**config.mk**
```make
export PLATFORM = sky130hd
export DESIGN_NAME = bcd_dabble_reg
export DESIGN_NICKNAME = d
export VERILOG_FILES = /design/src/rtl/bcd_pkg.sv /design/src/rtl/bcd_nib_mux.sv /design/src/rtl/bcd_dabble_reg.sv
export SDC_FILE = /design/constraint.sdc
export NUM_CORES = 1
export LEC_CHECK = 0
export CAP_MARGIN = 10
export CORE_UTILIZATION = 30
export DETAILED_ROUTE_END_ITERATION = 8
export DONT_BUFFER_PORTS = 1
export PLACE_DENSITY_LB_ADDON = 0.05
export SLEW_MARGIN = 20
export SYNTH_ARGS = -nofsm -noshare
export SYNTH_HDL_FRONTEND = slang
export SYNTH_SLANG_ARGS = --single-unit
```
**constraint.sdc**
```tcl
create_clock -name clk -period 2.55 [get_ports clk]
set_input_delay 0.255 -clock clk [delete_from_list [all_inputs] [get_ports clk]]
set_output_delay 0.255 -clock clk [all_outputs]
set_load 0.05 [all_outputs]
```
**src/rtl/bcd_pkg.sv**
```systemverilog
// Shared types and helpers for the serial double-dabble BCD datapath.
package bcd_pkg;

  localparam int NIB_W = 4;

  typedef logic [NIB_W-1:0] bcd_digit_t;

  // Double-dabble correction; codes 10..15 wrap mod 16 rather than flag an error.
  function automatic bcd_digit_t add3_if_ge5(input bcd_digit_t n);
    return (n >= 4'd5) ? bcd_digit_t'(n + 4'd3) : n;
  endfunction

endpackage

```
**src/rtl/bcd_nib_mux.sv**
```systemverilog
// DIGITS-to-1 nibble selector; out-of-range selects read as zero.
module bcd_nib_mux
  import bcd_pkg::*;
#(
  parameter int DIGITS = 2,
  parameter int SEL_W  = $clog2(DIGITS)
) (
  input  logic [NIB_W*DIGITS-1:0] q,
  input  logic [SEL_W-1:0]        sel,
  output logic [NIB_W-1:0]        nib
);

  always_comb begin
    nib = '0;
    for (int k = 0; k < DIGITS; k++) begin
      if (sel == SEL_W'(k)) nib = q[NIB_W*k +: NIB_W];
    end
  end

endmodule

```
**src/rtl/bcd_dabble_reg.sv**
```systemverilog
// Cascadable BCD digit register for a serial binary-to-BCD converter:
// shift in MSB first, optional per-digit +3 correction in the same cycle.
module bcd_dabble_reg
  import bcd_pkg::*;
#(
  parameter int DIGITS = 2
) (
  input  logic                        clk,
  input  logic                        rst,
  input  logic                        en,
  input  logic                        adda,
  input  logic                        sin,
  input  logic [$clog2(DIGITS)-1:0]   sel,
  output logic [NIB_W*DIGITS-1:0]     q,
  output logic                        sout,
  output logic [NIB_W-1:0]            d_lo,
  output logic [NIB_W-1:0]            d_hi,
  output logic [NIB_W-1:0]            nib_o
);

  localparam int W = NIB_W * DIGITS;

  logic [W-1:0] q_reg;
  logic [W-1:0] q_next;
  logic [W-1:0] adj_q;

  // Per-digit correction; digits never carry into each other.
  generate
    for (genvar gi = 0; gi < DIGITS; gi++) begin : g_adj
      assign adj_q[NIB_W*gi +: NIB_W] = add3_if_ge5(q_reg[NIB_W*gi +: NIB_W]);
    end
  endgenerate

  always_comb begin
    q_next = q_reg;
    case ({en, adda})
      2'b01:   q_next = adj_q;
      2'b10:   q_next = {q_reg[W-2:0], sin};
      2'b11:   q_next = {adj_q[W-2:0], sin};
      default: q_next = q_reg;
    endcase
  end

  always_ff @(posedge clk or negedge rst) begin
    if (!rst) q_reg <= '0;
    else      q_reg <= q_next;
  end

  // Carry-out tracks the adjusted MSB so the next stage samples it on the same edge.
  assign sout = adda ? adj_q[W-1] : q_reg[W-1];
  assign q    = q_reg;
  assign d_lo = q_reg[NIB_W-1:0];
  assign d_hi = q_reg[2*NIB_W-1:NIB_W];

  bcd_nib_mux #(
    .DIGITS(DIGITS)
  ) u_mux (
    .q  (q_reg),
    .sel(sel),
    .nib(nib_o)
  );

endmodule

```
==> results.txt, run 1 <==
The initial antenna violation count came out at 0. The all-layer global routing usage was 13.8%; the maximum net fanout on the critical path was 5. Summed over all instances, the cell type with the most area after synthesis is sky130_fd_sc_hd__dfrtp_1. In this run, synthesis inferred 0 flip-flops with an integrated enable.

For the final routed database, the setup TNS stands at 0 ps. The timing startpoint of the critical path was q[4]. Setup repair after global routing left no endpoint under its margin.

The region available for standard cell placement spans 2500 µm². The tool flagged a number of max-cap violations equal to 0. Setup violations remaining at the end of the flow were counted as 0.

For the half-perimeter wire length after detailed placement, the log shows 1340 µm. Ranked by total cell area, the synthesized netlist is headed by sky130_fd_sc_hd__dfrtp_1 (25%), sky130_fd_sc_hd__mux2i_1 (7.5%), sky130_fd_sc_hd__buf_4 (7.5%). The fraction of the yosys area taken by sequential cells is 25.0%, and the post-placement cell count is 116. Following the worst setup path forward leads to its endpoint at sout.

The net count of the finished layout is 102. The floorplan step set the die height to 53.7 µm. For the effective utilization at floorplan, the log shows 32.0%. The post-route netlist has 31.1% of its cells at a drive strength greater than 1. The number of flip-flops under the largest register name is 8. The average wire length per cell after detail routing is 14.4 µm.

The clock-pin transition on the worst setup and hold timing paths was 60 ps; the slew at the pin closest to its max-slew limit was 441 ps. The tools report the endpoint of the lowest-slack register-to-register path as q[7]. For the total standard cell area after synthesis, the log shows 801 µm². The first-pass GRT wire length was 2780 µm. Class of the tightest hold or removal check: in -> reg.

The commonest cells after synthesis are sky130_fd_sc_hd__buf_4 (8), sky130_fd_sc_hd__dfrtp_1 (8), sky130_fd_sc_hd__o21ai_0 (8), sky130_fd_sc_hd__a21oi_1 (7). For the number of buffers added by the clock tree synthesis step, the log shows 3. The die is 53.7 µm wide. Entering global routing, the biggest net connects 16 pins. The flow ran to the end, and the final reports show no timing, DRC or antenna violations. The post-route fraction of the period consumed by the critical path was 76.3%. The clock root buffer was sky130_fd_sc_hd__clkbuf_4.

The later pin in the worst-skew pair is clocked with a latency of 250 ps. The number of register bits inferred by synthesis came out at 8. After floorplanning, the core was divided into 18 placement rows.

The run gives 0.526 ps as the clock skew after layout. Clock tree synthesis found a total of 8 sinks. TritonCTS built the clock tree.

The tools report the category of the worst setup path capture point as an output port. Data on the critical path arrives at its endpoint at 1690 ps. Summed over all layers, the global routing overflow is 0. After synthesis, the mean cell area works out to 9.10 µm². The run gives 0 as the count of final hold-check violations. The multi-input combinational cells in the finished layout cover a total of 465 µm². In this run the remaining antenna-violating nets after routing total 0. Gates resized during post-CTS repair numbered 0.

The number of remaining DRC errors was 0. The run gives 2880 µm² as the area enclosed by the die boundary. For this run, the detailed router's first-pass iteration total came to 3. The number of port buffers came out at 0.

Synthesis produced a netlist with a net count of 98. Critical path start-end classification: reg -> out. Measured in cells, the most critical reg-to-reg path has a length of 7. The achievable clock frequency is 514 MHz. The share of synthesized area in the top cell type comes to 25.0%.

Max-slew violation count: 0. Among all flip-flop cells after synthesis, the most frequent one is sky130_fd_sc_hd__dfrtp_1. Subtracting the final worst setup slack from the clock period gives 1950 ps. Summing all flip-flop and latch instances after layout gives 200 µm². The fraction of registers with async set or reset after synthesis is 100%, and the number of global-route vias before repair is 581.

The filler cells instantiated in the layout total 277. STA classifies the critical path startpoint as a flop. The headroom to the max-slew limit is 70.5%, and the number of buffers between clock root and the deepest sink is 2.

The total via count after detailed routing is 614. After detailed routing, the total wire length is 1720 µm. For the placer's final routability congestion estimate, the log shows 0.806. The worst register-to-register path begins at q[4]. The tools report the setup slack of the worst register-to-register path as 810 ps. Compared with the post-synthesis result, the final layout area differs by 5.00%.

The warning count from the yosys run is 0, and the number of library cell types mapped by synthesis is 29. In the synthesized netlist, the number of instances is 88. The logs give 120 for the non-filler instance count after layout and 6 for the violation count after the first detailed-routing iteration. The logs give 2300 ps for the required time of the critical path and 27 for the I/O pin count.

The diode insertion count for antenna repair was 0. The number of levels the H-tree was split into was 1; the average vias per placed instance was 5.12.
[per-stage QoR]
stage,hold slack (ps),setup WS (ps),area (µm²),util (%)
final,95.6,605,841,33.6
after global routing,100,461,841,33.6
after CTS,83.8,580,841,33.6
after detailed placement,-40.2,810,808,32.3
after global placement,-40.4,834,808,32.3
after floorplan,-40.6,332,801,-
[worst min-delay path by stage]
stage,depth (start not counted),slack (ps),start,end
floorplan,0,-40,rst,q[0]
global placement,0,-40,rst,q[3]
detailed placement,0,-40,rst,q[2]
CTS,1,80,en,q[4]
global route,1,100,en,q[4]
finish,1,100,en,q[5]
[final cells by class]
cell class,instances,area share [%]
clock buffers,3,2.68
inverters,6,2.68
multi-input cells,61,55.4
flip-flops and latches,8,23.8
well taps,30,4.46
repair buffers,12,11.0
[cells by family (layout without fill, tap and decap cells)]
logic type	after synthesis	count (layout)	synth area share [%]
AO/OA/AOI/OAI	26	26	21.3
XOR/XNOR	2	2	2.19
buffers and inverters	19	21	16.9
flip-flops	8	8	25.0
multiplexers	10	10	13.1
AND/OR/NAND/NOR	19	19	15.3
adder cells (fa/ha/maj)	4	4	6.25
[worst max-delay path: stages, from the launching register on]
cell	delay, ps
sky130_fd_sc_hd__dfrtp_1	340
sky130_fd_sc_hd__buf_4	210
sky130_fd_sc_hd__inv_1	60
sky130_fd_sc_hd__ha_1	230
sky130_fd_sc_hd__nor2b_1	160
sky130_fd_sc_hd__nor3_1	140
sky130_fd_sc_hd__a21o_2	290
[layer usage]
layer	global-route usage [%]	wire length, µm
met5	0	0
met4	3.95	10
met3	7.06	143
met2	18.7	709
met1	18.8	858
[what timing repair did]
action | CTS | global route
buffers inserted | 0 | 0
endpoints found under the hold margin | 8 | 0
hold buffers | 1 | 0
[placed cells by master (no fill, tap or decap), drive strengths merged]
cell,n
dlygate4sd3,1
a21o,1
nor3,4
o21ai,10
o21a,1
and4bb,2
inv,6
xnor2,2
buf,11
nor2b,2
o22a,2
nor2,1
mux2,4
o311ai,1
nand2,7
ha,4
dfrtp,8
a21oi,7
nand2b,2
o211ai,3
mux2i,6
clkbuf,3
a22o,1
nand3b,1
Power of run 1 is not shown: default switching activity piles up to over one toggle a cycle in this logic, so the estimate is an artifact.
==> inputs of run 2 (changes only) <==
Clock period 2.55 ns to 2 ns, I/O delays scaled along.
==> run 2 against run 1 <==
  * Cell count did not move
  * Non-clock buffer count did not move
  * Via count rose by 1.5%
  * Clock-buffer cell count did not move
  * Die area did not move
  * Clock skew rose by 6.1 ps
  * Final area rose by 1.8%
  * First-iteration DRC count rose by 83%
  * Critical path depth did not move
  * Sequential share of layout area fell by 0.42 points
  * Critical path type unchanged
==> results.txt, run 2 (synthesis results as in run 1) <==
The flow ran to the end, and the final reports show no timing, DRC or antenna violations. The tools report the critical path startpoint category as a flop. TritonCTS built the clock tree.

The fraction of layout cells with a size suffix above 1 was 32.2% (+1.1 points). The pre-CTS setup slack came out at 369 ps (-441 ps). The worst hold path cell count was 1 (unchanged); the first-pass GRT wire length was 2820 µm (+1.5%). The global-route track usage on met2 was 20.8% (+2.1 points); the number of flip-flops under the largest register name was 8 (unchanged).

In this run the most used layer during global routing was met2. The final global-route overflow total is 0 (unchanged), and the all-layer global routing usage is 14.1% (+0.26 points). The half-perimeter wire length after detailed placement was 1370 µm (+2.5%); the met1 track utilization from global routing was 17.9% (-0.97 points). The total via count after detailed routing is 623 (+1.5%), and the average wire length per cell after detail routing is 14.8 µm (+3.1%).

Design area: 856 µm² (+1.8%). The clock latency on the worst-skew pair was 260 ps (about the same). The count of standard-cell rows is 18 (unchanged), and the max-slew violation count is 0 (unchanged).

For the maximum number of pins on one net before global-route repair, the log shows 16 (unchanged). The number of post-CTS setup repair buffers was 0 (unchanged). For the I/O pin count, the log shows 27 (unchanged). The tools report the violation count after the first detailed-routing iteration as 11 (+5). The run gives 6.50% (-0.56 points) as the met3 global-route usage. The tools report the headroom to the max-slew limit as 73.0% (+2.4 points). The tools report the category of the worst setup path capture point as an output port. For the count of final hold-check violations, the log shows 0 (unchanged). The critical path's top delay family is flip-flops.

The worst hold path endpoint is q[5]. The top cell types in the final layout, fill and taps aside, are sky130_fd_sc_hd__buf_4 (10), sky130_fd_sc_hd__dfrtp_1 (8), sky130_fd_sc_hd__a21oi_1 (7). The initial antenna violation count was 0 (unchanged).

Setup repair after global routing left no endpoint under its margin. The tools report the area enclosed by the die boundary as 2880 µm² (unchanged). The number of remaining DRC errors was 0 (unchanged). The area of the placeable core was 2500 µm² (unchanged). The post-route fraction of the period consumed by the critical path works out to 92.3%. Traced cell by cell, the critical path runs through inv_1, ha_1, nor2b_2, nor3_1, a21o_2, buf_12.

Number of buffers added by the clock tree synthesis step: 3 (unchanged). The clock sink total is 8 (unchanged). Leaving out fill and tap cells, the most frequent cell in the layout is sky130_fd_sc_hd__buf_4.

The die extent in y came out at 53.7 µm (unchanged). The area of all sequential standard cells was 200 µm² (unchanged); the number of nets in the finished design was 102 (unchanged). The worst setup margin was 154 ps (-451 ps). The tools report the startpoint of the worst hold path as en. Length of the first detailed-routing pass in iterations: 4 (+1). The post-detailed-route count of antenna-violating nets is 0 (unchanged), and the setup slack of the worst register-to-register path is 380 ps (-430 ps). The effective utilization at floorplan is 32.0% (unchanged), and the setup TNS is 0 ps (unchanged). The max capacitance violation total is 0 (unchanged), and the depth of the most critical reg-to-reg path is 6 (-1).

The run gives 6.62 ps (+6.09 ps) as the clock skew after layout. The class of the tightest hold or removal check was in -> reg. Final setup violation count: 0 (unchanged). The total wire length after detailed routing was 1780 µm (+3.1%); the sum of buffers and inverters on the critical path was 2 (unchanged).

The diode insertion count for antenna repair is 0 (unchanged). The final-layout fill cell count came out at 270 (-2.5%). The worst register-to-register path begins at q[0].

The required time of the critical path came out at 1800 ps (-500 ps). The tools report the multi-input gate area in the final layout as 468 µm² (+0.54%). Relative to the synthesized area, the layout overhead comes to 6.88%. Endpoint of the lowest-slack register-to-register path: q[2].

The tools report the number of levels the H-tree was split into as 1 (unchanged). Clock-pin transition on the worst setup and hold timing paths: 50 ps (about the same). The largest individual stage delay along the critical path comes from the cell sky130_fd_sc_hd__dfrtp_1. The maximum net fanout on the critical path is 6 (+1). The number of buffers between clock root and the deepest sink is 2 (unchanged). The achievable clock frequency was 542 MHz. The routed design could run at a clock period as short as 1850 ps. The average vias per placed instance was 5.19 (+1.5%); the horizontal extent of the die was 53.7 µm (unchanged). Clock tree synthesis selected as its root buffer the cell sky130_fd_sc_hd__clkbuf_4. Worst stage delay on the critical path: 440 ps (+100 ps). The number of port buffers came out at 0 (unchanged). The placer's final routability congestion estimate came out at 0.704 (-13%).

The tools report the cell area after placement as 821 µm² (+1.5%). The critical path is of the reg -> out type. The number of global-route vias before repair came out at 602 (+3.6%). The slew at the pin closest to its max-slew limit came out at 404 ps (-36.3 ps). Utilization of the core after routing: 34.2% (+0.60 points). The tools report the worst endpoint data arrival time as 1650 ps (-40 ps).
run 2: worst max path at each step:
stage	from	end	slack [ps]	depth (start not counted)
after floorplan	q[1]	q[2]	70	6
after global placement	q[1]	q[0]	380	6
after detailed placement	q[0]	q[2]	370	6
after CTS	q[4]	sout	100	6
after global routing	q[4]	sout	9	6
final	q[4]	sout	150	6
run 2: worst reg2reg max path: cells and delay by family, from the launching register on:
family,cells,cell delay (ps)
and+or+nand+nor,1,80
adders and majority gates,1,260
DFF,1,410
buffers and inverters,1,130
muxes,1,360
AOI/OAI and AO/OA,2,320
run 2: per-stage QoR:
step / std cells / hold WS (ps)
2_1_floorplan: 88 / -95.6
3_3_place_gp: 116 / -95.3
3_5_place_dp: 116 / -95.2
4_1_cts: 120 / 35.4
5_1_grt: 120 / 27.7
6_report: 120 / 44.3
run 2: layout make-up:
class / count / share of cell area [%]
multi-input cells: 61 / 54.7
flip-flops and latches: 8 / 23.4
repair buffers: 12 / 12.3
well taps: 30 / 4.39
clock buffers: 3 / 2.63
inverters: 6 / 2.63
run 2: layer usage:
metal  part of all wire (%)  vias to the layer above
met1                     46                      290
met4                    1.3                        0
met3                    7.4                        5
met2                     45                       21
li1                       -                      307
met5                      0                        -
run 2: timing repair:
action / in CTS / in global routing
endpoints found under the setup margin: 0 / 1
hold buffers: 1 / 0
gates resized for setup: 0 / 1
hold endpoints to repair: 8 / 0
Power of run 2 is left out for the same reason.
